File: config.mk
export PLATFORM = sky130hd
export DESIGN_NAME = shift_arbiter_64
export DESIGN_NICKNAME = d
export VERILOG_FILES = /design/src/rtl/shift_arbiter_64.sv
export SDC_FILE = /design/constraint.sdc
export NUM_CORES = 1
export LEC_CHECK = 0
export CAP_MARGIN = 20
export CORE_MARGIN = 8
export CORE_UTILIZATION = 35
export DETAILED_ROUTE_END_ITERATION = 10
export DONT_BUFFER_PORTS = 1
export PLACE_DENSITY = 0.45
export SETUP_SLACK_MARGIN = 0.15
export SLEW_MARGIN = 15
export SYNTH_ARGS = -nofsm -noshare
export SYNTH_HDL_FRONTEND = slang
export SYNTH_SLANG_ARGS = --single-unit
File: constraint.sdc
create_clock -name clk -period 5.7 [get_ports clk]
set_clock_uncertainty 0.15 [all_clocks]
set_input_delay 1.14 -clock clk [delete_from_list [all_inputs] [get_ports clk]]
set_output_delay 1.14 -clock clk [all_outputs]
set_load 0.02 [all_outputs]
File: src/rtl/shift_arbiter_64.sv
// Two-requester round-robin front end for one shared 64-bit logarithmic left shifter.
// Optional saturating per-requester grant counters are enabled with `define SHIFT_STATS_EN.
module shift_arbiter_64 #(
  parameter logic        RR_INIT = 1'b0,
  parameter int unsigned CNT_W   = 32
) (
  input  logic        clk,
  input  logic        rst,
  input  logic        req0_valid,
  output logic        req0_ready,
  input  logic [1:0]  req0_op,
  input  logic        req0_w,
  input  logic [63:0] req0_data,
  input  logic [5:0]  req0_shamt,
  input  logic        req1_valid,
  output logic        req1_ready,
  input  logic [1:0]  req1_op,
  input  logic        req1_w,
  input  logic [63:0] req1_data,
  input  logic [5:0]  req1_shamt,
  output logic        res_valid,
  input  logic        res_ready,
  output logic [63:0] res_data,
  output logic        res_id
`ifdef SHIFT_STATS_EN
  ,
  output logic [CNT_W-1:0] grant_cnt0,
  output logic [CNT_W-1:0] grant_cnt1
`endif
);

  if (CNT_W < 1) begin : g_cnt_w_check
    $error("shift_arbiter_64: CNT_W must be at least 1");
  end

  function automatic logic [63:0] rev64(input logic [63:0] x);
    logic [63:0] r;
    for (int i = 0; i < 64; i++) r[i] = x[63-i];
    return r;
  endfunction

  // Six fixed-distance stages (1,2,4,8,16,32), each enabled by one amount bit.
  function automatic logic [63:0] sll64(input logic [63:0] x, input logic [5:0] amt);
    logic [63:0] s;
    s = x;
    for (int i = 0; i < 6; i++) begin
      if (amt[i]) s = s << (1 << i);
    end
    return s;
  endfunction

  logic        rr_ptr;
  logic        can_accept;
  logic        grant_any;
  logic        grant_id;

  logic [1:0]  sel_op;
  logic        sel_w;
  logic [63:0] sel_data;
  logic [5:0]  sel_shamt;

  logic        is_right;
  logic        is_arith;
  logic        sign;
  logic        invert;
  logic [5:0]  amt;
  logic [63:0] x;
  logic [63:0] core_in;
  logic [63:0] core_out;
  logic [63:0] shifted;
  logic [63:0] shift_res;

  // Readies are combinational from the valids and res_ready; reset masks them.
  always_comb begin
    can_accept = !res_valid || res_ready;
    grant_id   = (req0_valid && req1_valid) ? rr_ptr : req1_valid;
    grant_any  = !rst && can_accept && (req0_valid || req1_valid);
    req0_ready = grant_any && !grant_id;
    req1_ready = grant_any && grant_id;
  end

  always_comb begin
    sel_op    = grant_id ? req1_op    : req0_op;
    sel_w     = grant_id ? req1_w     : req0_w;
    sel_data  = grant_id ? req1_data  : req0_data;
    sel_shamt = grant_id ? req1_shamt : req0_shamt;

    // Reserved op 2'b10 has op[0]=0 and so falls through as SLL.
    is_right = sel_op[0];
    is_arith = (sel_op == 2'b11);
    amt      = sel_w ? {1'b0, sel_shamt[4:0]} : sel_shamt;
    sign     = sel_w ? sel_data[31] : sel_data[63];

    if (!sel_w)        x = sel_data;
    else if (is_arith) x = {{32{sel_data[31]}}, sel_data[31:0]};
    else               x = {32'b0, sel_data[31:0]};

    // A negative SRA is ~srl(~x): same as ORing in a fill mask of amt ones,
    // but keeps the datapath to a single shifter instance.
    invert   = is_arith && sign;
    core_in  = invert ? ~x : x;
    core_out = is_right ? rev64(sll64(rev64(core_in), amt)) : sll64(core_in, amt);
    shifted  = invert ? ~core_out : core_out;

    shift_res = sel_w ? {{32{shifted[31]}}, shifted[31:0]} : shifted;
  end

  // NOTE: sequential state uses non-blocking assignments so every flop samples
  // pre-edge values; res_data is reset too because its reset value is visible.
  always_ff @(posedge clk) begin
    if (rst) begin
      res_valid <= 1'b0;
      res_data  <= '0;
      res_id    <= 1'b0;
      rr_ptr    <= RR_INIT;
    end else if (grant_any) begin
      res_valid <= 1'b1;
      res_data  <= shift_res;
      res_id    <= grant_id;
      rr_ptr    <= ~grant_id;
    end else if (res_ready) begin
      res_valid <= 1'b0;
    end
  end

`ifdef SHIFT_STATS_EN
  always_ff @(posedge clk) begin
    if (rst) begin
      grant_cnt0 <= '0;
      grant_cnt1 <= '0;
    end else begin
      if (req0_ready && grant_cnt0 != '1) grant_cnt0 <= grant_cnt0 + 1'b1;
      if (req1_ready && grant_cnt1 != '1) grant_cnt1 <= grant_cnt1 + 1'b1;
    end
  end
`endif

endmodule

==> flow_metrics.py, run 1 <==
metrics = {
    "synth": {
        "synth_nets": 2681,
        "async_flop_share_pct": 0,
        "syn_area_um2": 17500,
        "synth.distinct_cells": 88,
        "synth.top_cell.area_share_pct": 15.6,
        "ys_seq_elements": 67,
        "synth_area_leaders": "mux2i_1 (16%), xnor2_1 (9.6%), dfxtp_1 (7.7%), nand2_1 (5.6%), nor2_1 (5.1%)",
        "synth_edf_count": 0,
        "synth_warnings": 0,
        "synth.largest_area_cell": "mux2i_1",
        "avgSynthCellArea_um2": 6.91,
        "yosys-top-cells-count": "mux2i_1 (272), nand2_1 (263), nor2_1 (238), xnor2_1 (191), a21oi_1 (171)",
        "yosysMostFrequentCell": "mux2i_1",
        "synth-seq-area-share_pct": 7.67,
        "syn_inst": 2530,
        "ys.flop_type": "dfxtp_1",
    },
    "power_and_ir_drop": {
        "p_total_mw": 4.68,
        "seqPwrFrac_pct": 15.4,
        "p_comb_share_pct": 71.0,
        "switchingPower_mw": 2.65,
        "ir_drop_mv": 0.139,
        "pwr-share-clk_pct": 13.6,
        "intPower_mw": 2.03,
        "p_per_area_nw_per_um2": 242,
        "power.leakage_nw": 7.36,
        "swShare_pct": 56.7,
    },
    "layout": {
        "n_fill_cell": 5307,
        "finish.net_count": 2677,
        "syn_to_final_growth_pct": 10.8,
        "seq_area_um2": 1340,
        "drive_gt1_share_pct": 14.8,
        "multi_input_area_um2": 15100,
    },
    "detailed_routing": {
        "drc": 0,
        "ant_nets": 0,
        "first_iter_violations": 3875,
        "viasPerCell": 7.22,
        "wl_per_cell_um": 38.3,
        "routed_wl_mm": 123,
        "vias": 23200,
        "firstDrtPassIters": 6,
    },
    "clocking": {
        "numCtsBuffers": 9,
        "clock_sinks": 67,
        "root_buffer": "clkbuf_16",
        "hold_buffers": 0,
        "cts_resized": 0,
        "path_clk_slew_ps": 70,
        "cts_setup_buffers": 0,
        "clock_latency_ps": 340,
        "max-clock-path-buffers": 2,
        "cts_tree": "built",
        "h-tree-depth": 3,
    },
    "setup_path": {
        "crit_chain": "nand2b_2, nand2_4, mux2i_4, buf_4, xnor2_1, mux2i_1, a222oi_1, o21ai_0, a31oi_1, o22ai_1, a221o_1",
        "r2r_slack_ps": 420,
        "reg2reg_from": "rr_ptr",
        "worstSetupPathType": "input port to register",
        "critPathMaxStageDelay_ps": 1010,
        "end_kind": "register",
        "crit_required_ps": 5800,
        "worstPathArrival_ps": 5540,
        "ff2ff_path_depth": 12,
        "cp_slowest_cell": "mux2i_4",
        "r2r_end": "res_data[23]",
        "crit_fanout": 34,
        "startpoint": "req0_valid",
        "crit_end": "res_data[9]",
        "start_kind": "input port",
    },
    "global_route": {
        "grt_pass1_wl_mm": 170,
        "grt-ovfl-total": 0,
        "track_usage_pct": 41.0,
        "grt_pass1_vias": 21600,
        "antenna_found_initial": 6,
        "grt_max_degree": 93,
    },
    "sta": {
        "setup_viol": 0,
        "min_period_ps": 5440,
        "slew_viol_final": 0,
        "fmax_mhz": 184,
        "tightest_slew_ps": 1290,
        "worst_slack_ps": 257,
        "relSlewSlack_pct": 14.1,
        "whs_ps": 402,
        "hold_viol_final": 0,
        "min_period_over_period_pct": 95.5,
        "finalSetupTns_ps": 0,
        "rsz0062_at_grt": "false",
    },
    "worst_hold_path": {
        "holdCritStartpoint": "res_data[11]",
        "hold_class": "register to register",
    },
    "floorplan": {
        "dieArea_um2": 57300,
        "rows": 82,
        "die_w_um": 239,
        "core_area_um2": 49800,
        "fp.dieH_um": 239,
        "start_util_pct": 35.1,
        "pin_count": 219,
    },
    "outcome": {
        "outcome": "finished clean",
    },
    "place": {
        "place.gp.congestion": 1.08,
        "dp_hpwl_mm": 98.6,
        "pre_cts_ws_ps": 130,
        "port_buffers": 0,
    },
    "run": {
        "max-cap-violations": 0,
    },
}
[power groups by stage]
stage          Clock, mW  Combinational, mW  Sequential (mW)
2_1_floorplan          0               1.84            0.698
3_3_place_gp           0               3.16            0.735
3_5_place_dp           0               3.14            0.736
4_1_cts            0.637               3.15            0.726
5_1_grt            0.658               3.38            0.731
6_report           0.636               3.32            0.722
[placed cells by master (no fill, tap or decap), types with 43 or more instances in the layout]
cell | netlist | final
mux2i_1 | 272 | 269
nand2_1 | 263 | 262
nor2_1 | 238 | 233
buf_4 | 21 | 208
xnor2_1 | 191 | 191
a21oi_1 | 171 | 170
o21ai_0 | 160 | 160
nor3_1 | 78 | 77
nand3_1 | 74 | 74
dfxtp_1 | 67 | 67
o211ai_1 | 61 | 61
mux2_2 | 59 | 59
a211oi_1 | 53 | 53
o22ai_1 | 47 | 47
a31oi_1 | 44 | 43
[per-layer routing]
layer,part of all wire [%],global-route usage (%),wire [um]
met1,39,52.0,47600
met4,6.6,20.7,8120
met2,42,62.6,52100
met3,12,11.8,14900
met5,0.068,0,83
[state kept, by name, indices dropped and copies added (netlist names)]
signal	cells
res_data	64
res_id	1
res_valid	1
rr_ptr	1
[metrics by stage]
step	util (%)	instance area, um^2	instances
floorplan	-	17500	2530
global placement	38.3	19000	3187
detailed placement	38.3	19000	3187
CTS	38.9	19400	3203
global route	38.9	19400	3203
finish	38.9	19400	3205
[worst min-delay path by stage]
| stage | endpoint | slack, ps | cells past startpoint |
|---|---|---|---|
| after floorplan | rr_ptr | 330 | 2 |
| after detailed placement | res_data[11] | 400 | 2 |
| after global routing | res_data[11] | 440 | 2 |
| after CTS | res_data[11] | 410 | 2 |
| final | res_data[11] | 400 | 2 |
| after global placement | res_data[11] | 400 | 2 |
[area by class of cell]
cell class	count	share of cell area [%]
antenna	2	0.0258
tap	672	4.34
inverter	12	0.233
multi-input combinational	2220	77.9
sequential	67	6.92
clock buffer	10	1.23
timing repair buffer	216	8.89
clock inverter	6	0.452
[critical path, delay by kind of cell]
kind | cells | cell delay (ps)
buffers and inverters | 1 | 360
muxes | 2 | 1420
xor gates and xnor gates | 1 | 330
and+or+nand+nor | 2 | 850
AOI/OAI and AO/OA | 5 | 1380
[kinds of logic after synthesis]
logic type,Yosys count,share of synthesized area [%]
AOI/OAI and AO/OA,857,33.7
and+or+nand+nor,822,21.5
muxes,339,20.3
buffers and inverters,243,6.63
xor gates and xnor gates,202,10.1
DFF,67,7.67
(Power assumes the default switching activity.)
==> run 2: changes to the inputs <==
- MAX_ROUTING_LAYER: unset -> met4
==> run 2 against run 1 <==
- combinational power rose by 2%
- sequential share of layout area shrank 0.068 points
- global-route usage grew 1.8 points
- sequential power hardly changed
- via count is 0.35% higher
- setup slack improved by 180 ps
- maximum frequency is 3.5% higher
- power grew 1.9%
- design area up 0.99%
- critical path type unchanged
- first-iteration DRC count down 4.4%
==> flow_metrics.py, run 2 (synthesized netlist as in run 1, its figures left out) <==
metrics = {
    "clocking": {
        "cts_setup_buffers": 0,
        "root_buffer": "clkbuf_16",
        "cts_resized": 0,
        "h-tree-depth": 3,
        "clock_latency_ps": 360,
        "cts_tree": "built",
        "clock_sinks": 67,
        "hold_buffers": 0,
        "numCtsBuffers": 9,
        "path_clk_slew_ps": 60,
        "max-clock-path-buffers": 2,
    },
    "detailed_routing": {
        "vias": 23200,
        "routed_wl_mm": 125,
        "firstDrtPassIters": 8,
        "wl_per_cell_um": 38.7,
        "drc": 0,
        "ant_nets": 0,
        "first_iter_violations": 3704,
        "viasPerCell": 7.20,
    },
    "setup_path": {
        "worstSetupPathType": "input port to register",
        "end_kind": "register",
        "crit_fanout": 26,
        "ff2ff_path_depth": 14,
        "r2r_end": "res_data[5]",
        "start_kind": "input port",
        "r2r_slack_ps": 550,
        "reg2reg_from": "rr_ptr",
        "worstPathArrival_ps": 5340,
        "crit_required_ps": 5780,
    },
    "layout": {
        "syn_to_final_growth_pct": 11.9,
        "multi_input_area_um2": 15100,
        "regMostFlops": "res_data",
        "drive_gt1_share_pct": 15.4,
        "seq_area_um2": 1340,
        "largest_register_ffs": 64,
        "finish.net_count": 2697,
        "n_fill_cell": 5293,
        "final_common_cell": "mux2i_1",
        "mostFrequentLayoutCells": "mux2i_1 (269), nand2_1 (262), nor2_1 (233)",
    },
    "power_and_ir_drop": {
        "intPower_mw": 2.09,
        "seqPwrFrac_pct": 15.1,
        "p_comb_share_pct": 70.7,
        "pwr-share-clk_pct": 14.2,
        "switchingPower_mw": 2.68,
        "p_per_area_nw_per_um2": 244,
        "power.leakage_nw": 7.47,
        "ir_drop_mv": 0.133,
        "swShare_pct": 56.1,
    },
    "sta": {
        "setup_viol": 0,
        "tightest_slew_ps": 1170,
        "rsz0062_at_grt": "false",
        "hold_viol_final": 0,
        "finalSetupTns_ps": 0,
        "slew_viol_final": 0,
        "min_period_ps": 5260,
        "fmax_mhz": 190,
        "min_period_over_period_pct": 92.3,
        "relSlewSlack_pct": 22.1,
        "whs_ps": 398,
    },
    "floorplan": {
        "pin_count": 219,
        "rows": 82,
        "core_area_um2": 49800,
        "start_util_pct": 35.1,
        "dieArea_um2": 57300,
        "die_w_um": 239,
        "fp.dieH_um": 239,
    },
    "global_route": {
        "grt_pass1_wl_mm": 172,
        "antenna_found_initial": 3,
        "grt_max_degree": 93,
        "track_usage_pct": 42.8,
        "grt_pass1_vias": 21800,
        "grt-ovfl-total": 0,
    },
    "worst_hold_path": {
        "holdCritStartpoint": "res_data[1]",
        "min_to": "res_data[1]",
        "min_path_cells": 2,
        "hold_class": "register to register",
    },
    "outcome": {
        "outcome": "finished clean",
    },
    "place": {
        "dp_hpwl_mm": 100,
        "port_buffers": 0,
        "place.gp.congestion": 1.11,
    },
    "run": {
        "max-cap-violations": 0,
    },
}
[run 2: cell types whose count changed in the layout (fill, tap and decap cells not counted), sizes merged]
| cell | change |
|---|---|
| buf | +20 |
| inv | -1 |
| diode | +1 |
| bufinv | +1 |
[run 2: worst max path at each step]
stage	startpoint	to	depth (start not counted)
floorplan	req1_valid	req0_ready	10
global placement	req0_valid	res_data[61]	14
detailed placement	req0_valid	res_data[33]	14
CTS	req0_valid	res_data[5]	14
global route	req0_valid	res_data[33]	14
finish	req0_valid	res_data[5]	14
[run 2: per-layer routing]
layer | track usage [%] | share of wire [%] | up-vias
li1 | - | - | 9612
met4 | 23.2 | 6.8 | 0
met2 | 62.2 | 42 | 1861
met3 | 9.58 | 11 | 385
met5 | - | 0 | -
met1 | 54.5 | 40 | 11400
[run 2: power by group through the flow]
stage / logic (mW) / clock network (mW) / registers (mW)
finish: 3.37 / 0.677 / 0.721
floorplan: 1.84 / 0 / 0.698
CTS: 3.20 / 0.679 / 0.725
global placement: 3.21 / 0 / 0.732
detailed placement: 3.19 / 0 / 0.734
global route: 3.42 / 0.703 / 0.731
[run 2: area by class of cell]
type,instances,share of cell area [%]
multi-input cells,2220,77.1
repair buffers,236,9.63
flip-flops and latches,67,6.86
well taps,672,4.30
clock buffers,10,1.22
clock inverters,6,0.576
inverters,12,0.230
diodes,3,0.0384
[run 2: worst max-delay path, stage by stage]
cell and delay, ps:
nand2b_2 200, buf_4 280, nand2_4 160, buf_12 220, buf_4 200, mux2i_1 390
o22ai_1 220, a2111oi_2 820, a221o_1 360, nor2_1 90, o21a_1 270, a2111oi_2 340
mux2i_1 460, o21ai_0 150
[run 2: metrics by stage]
step                std cells  util [%]  cell area [um^2]  power [mW]  setup WS [ps]
finish                   3226      39.3             19600        4.77            440
global route             3224      39.3             19600        4.85            424
CTS                      3221      39.3             19500        4.60            672
detailed placement       3205      38.6             19200        3.92            307
global placement         3205      38.6             19200        3.94            236
floorplan                2530         -             17500        2.54           1260
